`src/rtl/bcd_updown_counter.sv`:
```
// Multi-digit BCD up/down counter with programmable limit, load and clear.
// Define BCD_CNT_SATURATE_EN to saturate at the boundaries instead of wrapping.
module bcd_updown_counter #(
  parameter int DIGITS = 2
) (
  input  logic                clk,
  input  logic                rst_n,
  input  logic                clr,
  input  logic                load,
  input  logic [4*DIGITS-1:0] load_val,
  input  logic                count_en,
  input  logic                up_dn,
  input  logic [4*DIGITS-1:0] limit,
  output logic [4*DIGITS-1:0] bcd_out,
  output logic                wrap_pulse,
  output logic                at_limit
);

  localparam int W = 4 * DIGITS;

  logic [W-1:0] lim_s;
  logic [W-1:0] ld_s;
  logic [W-1:0] inc_v;
  logic [W-1:0] dec_v;

  always_comb begin
    lim_s = '0;
    ld_s  = '0;
    for (int i = 0; i < DIGITS; i++) begin
      lim_s[4*i+:4] = (limit[4*i+:4] > 4'd9)
                    ? 4'd9 : limit[4*i+:4];
      ld_s[4*i+:4]  = (load_val[4*i+:4] > 4'd9)
                    ? 4'd9 : load_val[4*i+:4];
    end
  end

  // Ripple carry through the digits; only used below the limit.
  always_comb begin
    logic cy;
    cy    = 1'b1;
    inc_v = bcd_out;
    for (int i = 0; i < DIGITS; i++) begin
      if (cy) begin
        if (bcd_out[4*i+:4] == 4'd9) begin
          inc_v[4*i+:4] = 4'd0;
        end else begin
          inc_v[4*i+:4] = bcd_out[4*i+:4] + 4'd1;
          cy = 1'b0;
        end
      end
    end
  end

  always_comb begin
    logic bw;
    bw    = 1'b1;
    dec_v = bcd_out;
    for (int i = 0; i < DIGITS; i++) begin
      if (bw) begin
        if (bcd_out[4*i+:4] == 4'd0) begin
          dec_v[4*i+:4] = 4'd9;
        end else begin
          dec_v[4*i+:4] = bcd_out[4*i+:4] - 4'd1;
          bw = 1'b0;
        end
      end
    end
  end

  assign at_limit = (bcd_out == lim_s);

  always_ff @(posedge clk or negedge rst_n) begin
    if (!rst_n) begin
      bcd_out    <= '0;
      wrap_pulse <= 1'b0;
    end else if (clr) begin
      bcd_out    <= '0;
      wrap_pulse <= 1'b0;
    end else if (load) begin
      bcd_out    <= ld_s;
      wrap_pulse <= 1'b0;
    end else if (count_en) begin
      if (up_dn) begin
        if (bcd_out >= lim_s) begin
`ifdef BCD_CNT_SATURATE_EN
          bcd_out <= lim_s;
`else
          bcd_out <= '0;
`endif
          wrap_pulse <= 1'b1;
        end else begin
          bcd_out    <= inc_v;
          wrap_pulse <= 1'b0;
        end
      end else begin
        if (bcd_out == '0) begin
`ifdef BCD_CNT_SATURATE_EN
          bcd_out <= '0;
`else
          bcd_out <= lim_s;
`endif
          wrap_pulse <= 1'b1;
        end else begin
          bcd_out    <= dec_v;
          wrap_pulse <= 1'b0;
        end
      end
    end else begin
      wrap_pulse <= 1'b0;
    end
  end

endmodule

```
`config.mk`:
```
export PLATFORM = sky130hd
export DESIGN_NAME = bcd_updown_counter
export DESIGN_NICKNAME = d
export VERILOG_FILES = /design/src/rtl/bcd_updown_counter.sv
export SDC_FILE = /design/constraint.sdc
export NUM_CORES = 1
export LEC_CHECK = 0
export ABC_CLOCK_PERIOD_IN_PS = 2270
export CORE_AREA = 3 3 53 65
export DETAILED_ROUTE_END_ITERATION = 10
export DIE_AREA = 0 0 56 68
export HOLD_SLACK_MARGIN = 0.05
export PLACE_DENSITY = 0.73
export SLEW_MARGIN = 30
export SYNTH_ARGS = -nofsm -noshare
export SYNTH_HDL_FRONTEND = slang
export SYNTH_SLANG_ARGS = --single-unit
```
`constraint.sdc`:
```
create_clock -name clk -period 2.27 [get_ports clk]
set_clock_uncertainty 0.15 [all_clocks]
set_input_delay 0.227 -clock clk [delete_from_list [all_inputs] [get_ports clk]]
set_output_delay 0.227 -clock clk [all_outputs]
set_load 0.02 [all_outputs]
```
Word-level counts from Yosys, hierarchy flattened:

Cells that the tools add are included.

* input port bits: 22
* logic and storage cells: 46
* register bits after elaboration: 9
* output and inout bits: 10

* eq/ne operators: 4
* mux-type cells: 24
* reductions and logical operators: 6
* $lt $le $gt $ge: 5
* add/sub/neg operators: 4

Operators by type and width (count)
* 2-to-1 mux 8 bit: 6
* 2-to-1 mux 4 bit: 10
* > comparator 4 bit (second input constant): 4
* adder 4 x 1 -> 4 bit (second input constant): 2
* == test 4 bit (second input constant): 2
* == test 8 bit: 1
* greater-or-equal comparator 8 bit: 1
* zero test 4 bit: 2
* zero test 8 bit: 1
* 2-to-1 mux 1 bit: 8
* subtractor 4 x 1 -> 4 bit (second input constant): 2
* != test 5 x 3 -> 1 bit (second input constant): 1
* nonzero test 5 bit: 1
* AND reduction 3 bit: 1
* nonzero test 3 bit: 1

Logic depth before layout (Yosys ltp):

Gate-level depths: netlist (run 1).

* depth after elaboration: 8
* gate-level depth with buffers: 10
* depth with buffers taken out: 10

Worst setup path after synthesis (run 1):

Ideal clock, no wire load.

* kind: reg2reg
* start point: register bcd_out[0]
* end point: register bcd_out[5]
* slack: -84 ps
* required time: 2000 ps
* arrival: 2084 ps
* path buffers: 0
* library setup time: 120 ps
* period minus slack after synthesis: 2354 ps
* stages on the path, launching flop included: 9
* cells stage by stage: dfrtp_1 > inv_1 > ha_1 > nand2b_1 > a2111oi_4 > o311ai_4 > nor2_2 > a221o_1 > a31o_1

* cells in the longest elaborated chain, start to end: 6
* elaborated cells on any way between the ends: 15
* classes of those cells: order compare (1); eq/ne (2); mux (8); reduce/logical (4)

Ends and longest elaborated chain
* from (decl): RTL line 14 `output logic [4*DIGITS-1:0] bcd_out,`
* from (signal assigned): RTL line 80 `bcd_out <= ld_s;`
* from (signal assigned): RTL line 92 `bcd_out <= inc_v;`
* from (signal assigned): RTL line 100 `bcd_out <= lim_s;`
* greater-or-equal comparator 8 bit or zero test 8 bit (tied branches): RTL line 84, 96
* 2-to-1 mux 8 bit (on tied branches): RTL line 84, 96
* 2-to-1 mux 8 bit: RTL line 83 `if (up_dn) begin`
* 2-to-1 mux 8 bit: RTL line 82 `end else if (count_en) begin`
* 2-to-1 mux 8 bit: RTL line 79 `end else if (load) begin`
* 2-to-1 mux 8 bit: RTL line 76 `end else if (clr) begin`

Several ways; a longest one is shown, not always the timed one. The select of a mux whose other input is x is not followed.
A chain may end at the register's enable or synchronous reset.

Final worst setup path (run 1):

* start point: input port limit[3]
* end point: register bcd_out[5]

* cells in the longest elaborated chain, start to end: 8
* elaborated cells on any way between the ends: 10
* classes of those cells: order compare (2); eq/ne (1); mux (6); reduce/logical (1)

Ends and longest elaborated chain
* from (decl): RTL line 13 `input logic [4*DIGITS-1:0] limit,`
* > comparator 4 bit: RTL line 30 `lim_s[4*i+:4] = (limit[4*i+:4] > 4'd9)`
* 2-to-1 mux 4 bit *: RTL line 31 `? 4'd9 : limit[4*i+:4];`
* greater-or-equal comparator 8 bit *: RTL line 84 `if (bcd_out >= lim_s) begin`
* 2-to-1 mux 8 bit: RTL line 84
* 2-to-1 mux 8 bit: RTL line 83
* 2-to-1 mux 8 bit: RTL line 82
* 2-to-1 mux 8 bit: RTL line 79
* 2-to-1 mux 8 bit: RTL line 76

Mark *: on every way between the ends. The rest lies on a longest branch, timed or not. The select of a mux whose other input is x is not followed.

==> summary.txt, run 1 <==
Pwr Density = 482 nW/um2
count of final setup violators = 0
Syn Nets = 189
overall routing resource usage = 0.238
Rows = 21
Worst slew margin = 0.698
sequential area share after synthesis = 0.182
CORE AREA = 2840 um2
Max Root-Sink Buffers = 2
ANT cells = 0
cell with the most instances after synthesis = o21ai_0
final hold violation count = 0
Detail Route Antenna Nets = 0
overall die height = 68 um
Hold Crit Class = input pin to asynchronous set/reset pin
CTS tree = built
DR pass1 iterations = 4
Crit path arrival time = 2250 ps
run status = finished clean
Die X = 56 um
fin crit period = 2250 ps
Overall Power = 937 uW
remaining global-route overflow = 0
Starting Density = 0.436
R2R setup slack = 30 ps
routed vias/inst = 6.04
Gate Count Post-Synth = 153
DRT Wirelength = 4550 um
IO buf count = 31
I/O pin cnt = 32
share of cells above drive strength 1 = 0.312
Post-synth ARST share = 1.00
Yosys cell types = 49
Mapped Area = 1240 um2
max frequency = 445 MHz
Leakage Power = 0.823 nW
CP endpoint kind = flip-flop
Max-cap violations = 0
DRC viols = 0
#FFs+latches synth = 9
CTS Sinks = 9
DR iter-0 viols = 114
placed instance area = 1750 um2
largest net degree at the start of global routing = 12
period utilization = 0.990
Placer Congestion = 0.866
Startpoint Class = input pin
vias in the first global route = 1579
top area cells in the synthesized netlist = dfrtp_1 18%, ha_1 14%, o21ai_0 6.5%
htree depth = 1
Worst-Skew Late Latency = 260 ps
Syn. warnings = 0
via count = 1521
Worst-path clk slew = 60 ps
slew of the pin with the lowest slew margin = 453 ps
mean post-synth cell area = 8.09 um2
VDD IR-drop max = 0.000265 V
Commonest cells post-synth = 16 x o21ai_0, 14 x ha_1, 13 x nor2_1
final instance area = 1940 um2
first-pass GRT wire length = 7070 um
Yosys top cell area share = 0.182
RSZ-0062 raised after global routing = yes
TritonCTS buffer count = 3
Main synth FF type = dfrtp_1
Post-synth EDFFs = 0
initial antenna violation count = 0
HPWL after detailed placement = 3350 um
Setup CP Type = input pin to flip-flop
Critical Path Start = limit[3]
die area = 3810 um2
CP Max Fanout = 6
WP data required = 2270 ps
final net count = 255
Worst Reg-to-Reg Cells = 7
top cell type by total area after synthesis = dfrtp_1
synthesis-to-layout area growth = 57.1%
Slew Viols, Final = 0
Reg-to-Reg End = bcd_out[5]$_DFFE_PN0P_
Clock Root Buffer = clkbuf_4
DR WL/cell = 18.0 um
Reg2Reg Launch Point = bcd_out[3]$_DFFE_PN0P_
## power by group
group / total, mW / leakage (nW) / internal (mW) / switching [mW]
combinational: 0.617 / 0.692 / 0.304 / 0.313
clock: 0.121 / 0.0150 / 0.0676 / 0.0537
sequential: 0.198 / 0.116 / 0.178 / 0.0203
## worst max-delay path by stage
stage                     slack [ps]                endpoint  cells past startpoint
after floorplan                   20  bcd_out[5]$_DFFE_PN0P_                      8
after global placement          -460  bcd_out[5]$_DFFE_PN0P_                     10
after detailed placement        -500  bcd_out[5]$_DFFE_PN0P_                     10
after CTS                         20  bcd_out[5]$_DFFE_PN0P_                      9
after global routing             -40  bcd_out[5]$_DFFE_PN0P_                      7
final                             20  bcd_out[5]$_DFFE_PN0P_                     10
## area by class of cell
cell class,count,area [um2]
Multi-Input combinational cell,129,1040
Fill cell,248,893
Timing Repair Buffer,67,572
Sequential cell,9,228
Tap cell,34,42.5
Inverter,9,36.3
Clock buffer,4,26.3
## cell usage in the layout, fill, tap and decap left out, types with 2 or more instances in the layout
cell type / count
o21ai_0: 10
a31oi_1: 4
o21ai_1: 4
inv_1: 7
nor2b_1: 2
dfrtp_2: 2
clkdlybuf4s50_1: 23
nand4_1: 2
a32o_1: 2
o2111a_1: 2
nand3b_1: 4
ha_1: 9
buf_4: 36
dlygate4sd2_1: 5
ha_2: 2
nor3b_1: 2
nor2_1: 13
o21ai_2: 2
nand2b_4: 3
nand3_1: 2
nor2_2: 2
ha_4: 3
a221oi_1: 2
or3b_4: 2
o31ai_1: 2
nand2b_1: 4
nor3_1: 5
nand2_1: 9
clkbuf_4: 3
a21oi_1: 11
dfrtp_1: 7
## worst max-delay path, cell delays in order
cell and delay, ps:
dlygate4sd2_1 290, o21ai_2 100, nand2b_4 80, ha_4 260
nand2b_4 120, a2111oi_4 90, o311ai_4 430, nor2_2 80
a221o_1 370, a31o_1 200
## logic make-up (layout without fill, tap and decap cells)
kind of cell | count (synthesis) | count (layout) | synth area share
fa+ha+maj | 14 | 14 | 0.142
compound gates | 58 | 58 | 0.353
flops | 9 | 9 | 0.182
buf+inv | 15 | 80 | 0.0627
simple gates | 57 | 57 | 0.261
## through the flow
stage                     std cells  hold slack [ps]  utilization  setup TNS (ps)  worst slack (ps)
after floorplan                 153             -219            -               0              23.1
after global placement          239              406        0.617           -3540              -463
after detailed placement        239              409        0.617           -4380              -504
after CTS                       251              129        0.657               0              19.6
after global routing            252              131        0.685           -67.0             -42.0
final                           252              124        0.685               0              23.1
## flip-flops by register name, summed over array words and instances (netlist names)
signal and flops:
bcd_out 8, wrap_pulse 1
## layer usage
| metal | vias up | track usage | wire (um) |
|---|---|---|---|
| met3 | 12 | 0.0377 | 216 |
| met2 | 59 | 0.499 | 2560 |
| li1 | 723 | - | - |
| met5 | - | 0 | 0 |
| met4 | 0 | 0.0890 | 104 |
| met1 | 727 | 0.231 | 1660 |
## timing repair
item                       CTS  global route
resized for setup           16            21
hold buffers                 0             0
setup endpoints to repair    9             8
pin swaps                   11            13
setup buffers                8             1
No activity file was read; power rests on OpenSTA's default activity.
==> run 2: changes to the inputs <==
SETUP_SLACK_MARGIN = 0.4   (was unset)
==> run 2 against run 1 <==
Net effect: sequential cell count is the same; fmax grew 2.1%; first-iteration DRC count shrank 25%; hold slack lost 30 ps; total power grew 3.9%; via count shrank 2.1%; non-clock buffer count shrank 4; core utilization grew 2.7 points; clock power grew 7%; final area grew 3.9%; wire length shrank 6.7%; critical path depth shrank 2.
==> summary.txt, run 2 (synthesis gave the netlist of run 1 again) <==
RSZ-0062 raised after global routing = yes
overall die height = 68 um
Setup CP Type = input pin to flip-flop
I/O pin cnt = 32
via count = 1489
CP Max Fanout = 6
CP Cell Sequence = clkdlybuf4s50_1 -> nor2_2 -> ha_4 -> nand4_4 -> o311ai_4 -> nor2_2 -> a221o_1 -> a31o_1
largest net degree at the start of global routing = 14
CP peak stage delay = 480 ps
most frequent cells in the layout = 32 x buf_4, 22 x clkdlybuf4s50_1, 11 x nor2_1, 10 x o21ai_0
final hold violation count = 0
max layer used = met4
Die X = 56 um
Pwr Density = 482 nW/um2
WP data required = 2290 ps
Worst slew margin = 0.704
count of final setup violators = 0
Comb pwr share = 0.656
hold buffers post-CTS = 0
Clock Power Share = 0.134
Detail Route Antenna Nets = 0
Hold WS = 94.1 ps
vias in the first global route = 1470
Sequential Power Share = 0.210
CTS Sinks = 9
met3 WL = 184 um
CORE AREA = 2840 um2
DRC viols = 0
DR WL/cell = 17.1 um
Leakage Power = 0.800 nW
Metal-1 WL = 1690 um
Finished Core Util = 0.712
max frequency = 455 MHz
DR pass1 iterations = 4
synthesis-to-layout area growth = 63.3%
TritonCTS buffer count = 3
Worst-Skew Late Latency = 270 ps
initial antenna violation count = 0
Max-cap violations = 0
Clock Root Buffer = clkbuf_4
number of flip-flops in the largest register = 8
run status = finished clean
Filler cells = 242
Crit path arrival time = 2220 ps
HPWL after detailed placement = 3060 um
period utilization = 0.969
Top reg by flops = bcd_out
Starting Density = 0.436
DR iter-0 viols = 85
DRT Wirelength = 4240 um
VDD IR-drop max = 0.000252 V
Rows = 21
remaining global-route overflow = 0
Routed met2 length = 2240 um
Hold Crit Class = input pin to asynchronous set/reset pin
Startpoint Class = input pin
Internal Power = 570 uW
htree depth = 1
IO buf count = 31
top flop regs = bcd_out (8), wrap_pulse (1)
final net count = 251
slew of the pin with the lowest slew margin = 443 ps
CP dominant cell by count = nor2_2
Worst-path clk slew = 70 ps
ANT cells = 0
Max Root-Sink Buffers = 2
die area = 3810 um2
CTS tree = built
share of cells above drive strength 1 = 0.388
commonest non-fill, non-tap cell in the layout = buf_4
fin crit period = 2200 ps
first-pass GRT wire length = 6640 um
slowest stage cell, crit path = clkdlybuf4s50_1
overall routing resource usage = 0.220
routed vias/inst = 6.00
CP endpoint kind = flip-flop
Placer Congestion = 0.912
Switching Fraction = 0.415
Slew Viols, Final = 0
Sw Pwr = 404 uW
run 2: cell count changes in the layout (fill, tap and decap cells not counted), moves of 3 or more:
cell	previous run	this run
ha_4	3	8
buf_4	36	32
dfrtp_1	7	3
dfrtp_2	2	6
ha_1	9	5
inv_1	7	4
run 2: what timing repair did:
action / CTS / global route
hold endpoints to repair: 0 / 0
pin swaps: 14 / 18
gates resized for setup: 24 / 21
buffers inserted: 5 / 7
endpoints found under the setup margin: 11 / 11
run 2: layout make-up:
type	instances	area, um2	share of cell area
Sequential cell	9	233	0.115
Inverter	9	38.8	0.0192
Multi-Input combinational cell	129	1150	0.568
Tap cell	34	42.5	0.0211
Timing Repair Buffer	63	532	0.263
Clock buffer	4	26.3	0.0130
run 2: power by group through the flow:
| stage | combinational [mW] | sequential (mW) | clock [mW] |
|---|---|---|---|
| 2_1_floorplan | 0.315 | 0.232 | 0 |
| 3_3_place_gp | 0.531 | 0.204 | 0 |
| 3_5_place_dp | 0.540 | 0.205 | 0 |
| 4_1_cts | 0.567 | 0.202 | 0.132 |
| 5_1_grt | 0.692 | 0.207 | 0.140 |
| 6_report | 0.639 | 0.204 | 0.130 |
run 2: layer usage:
metal,track usage,vias to the layer above
li1,-,705
met5,0,-
met4,0.0772,0
met1,0.240,702
met3,0.0302,19
met2,0.433,63
run 2: metrics by stage:
step	setup slack (ps)	TNS, ps	std cells	cell area (um2)	total power [mW]
floorplan	153	0	153	1330	0.547
CTS	88.9	0	241	1890	0.901
finish	69.8	0	248	2020	0.973
detailed placement	-378	-2890	232	1790	0.745
global route	2.58	0	248	2020	1.04
global placement	-357	-2660	232	1790	0.735
run 2: path summary, 6_finish.rpt:
check | start | to | slack, ps | depth (start not counted)
min in group clk | load_val[1] | bcd_out[1]$_DFFE_PN0P_ | 460 | 3
max in group asynchronous | rst_n | bcd_out[1]$_DFFE_PN0P_ | 1550 | 1
max reg2reg | bcd_out[1]$_DFFE_PN0P_ | bcd_out[0]$_DFFE_PN0P_ | 90 | 6
min | rst_n | bcd_out[5]$_DFFE_PN0P_ | 90 | 1
max | limit[4] | bcd_out[5]$_DFFE_PN0P_ | 70 | 8
min reg2reg | bcd_out[6]$_DFFE_PN0P_ | bcd_out[6]$_DFFE_PN0P_ | 570 | 2
run 2: worst max-delay path: cells and delay by family:
kind | cells | cell delay [ps]
fa+ha+maj | 1 | 270
compound gates | 3 | 1000
simple gates | 3 | 250
buf+inv | 1 | 480
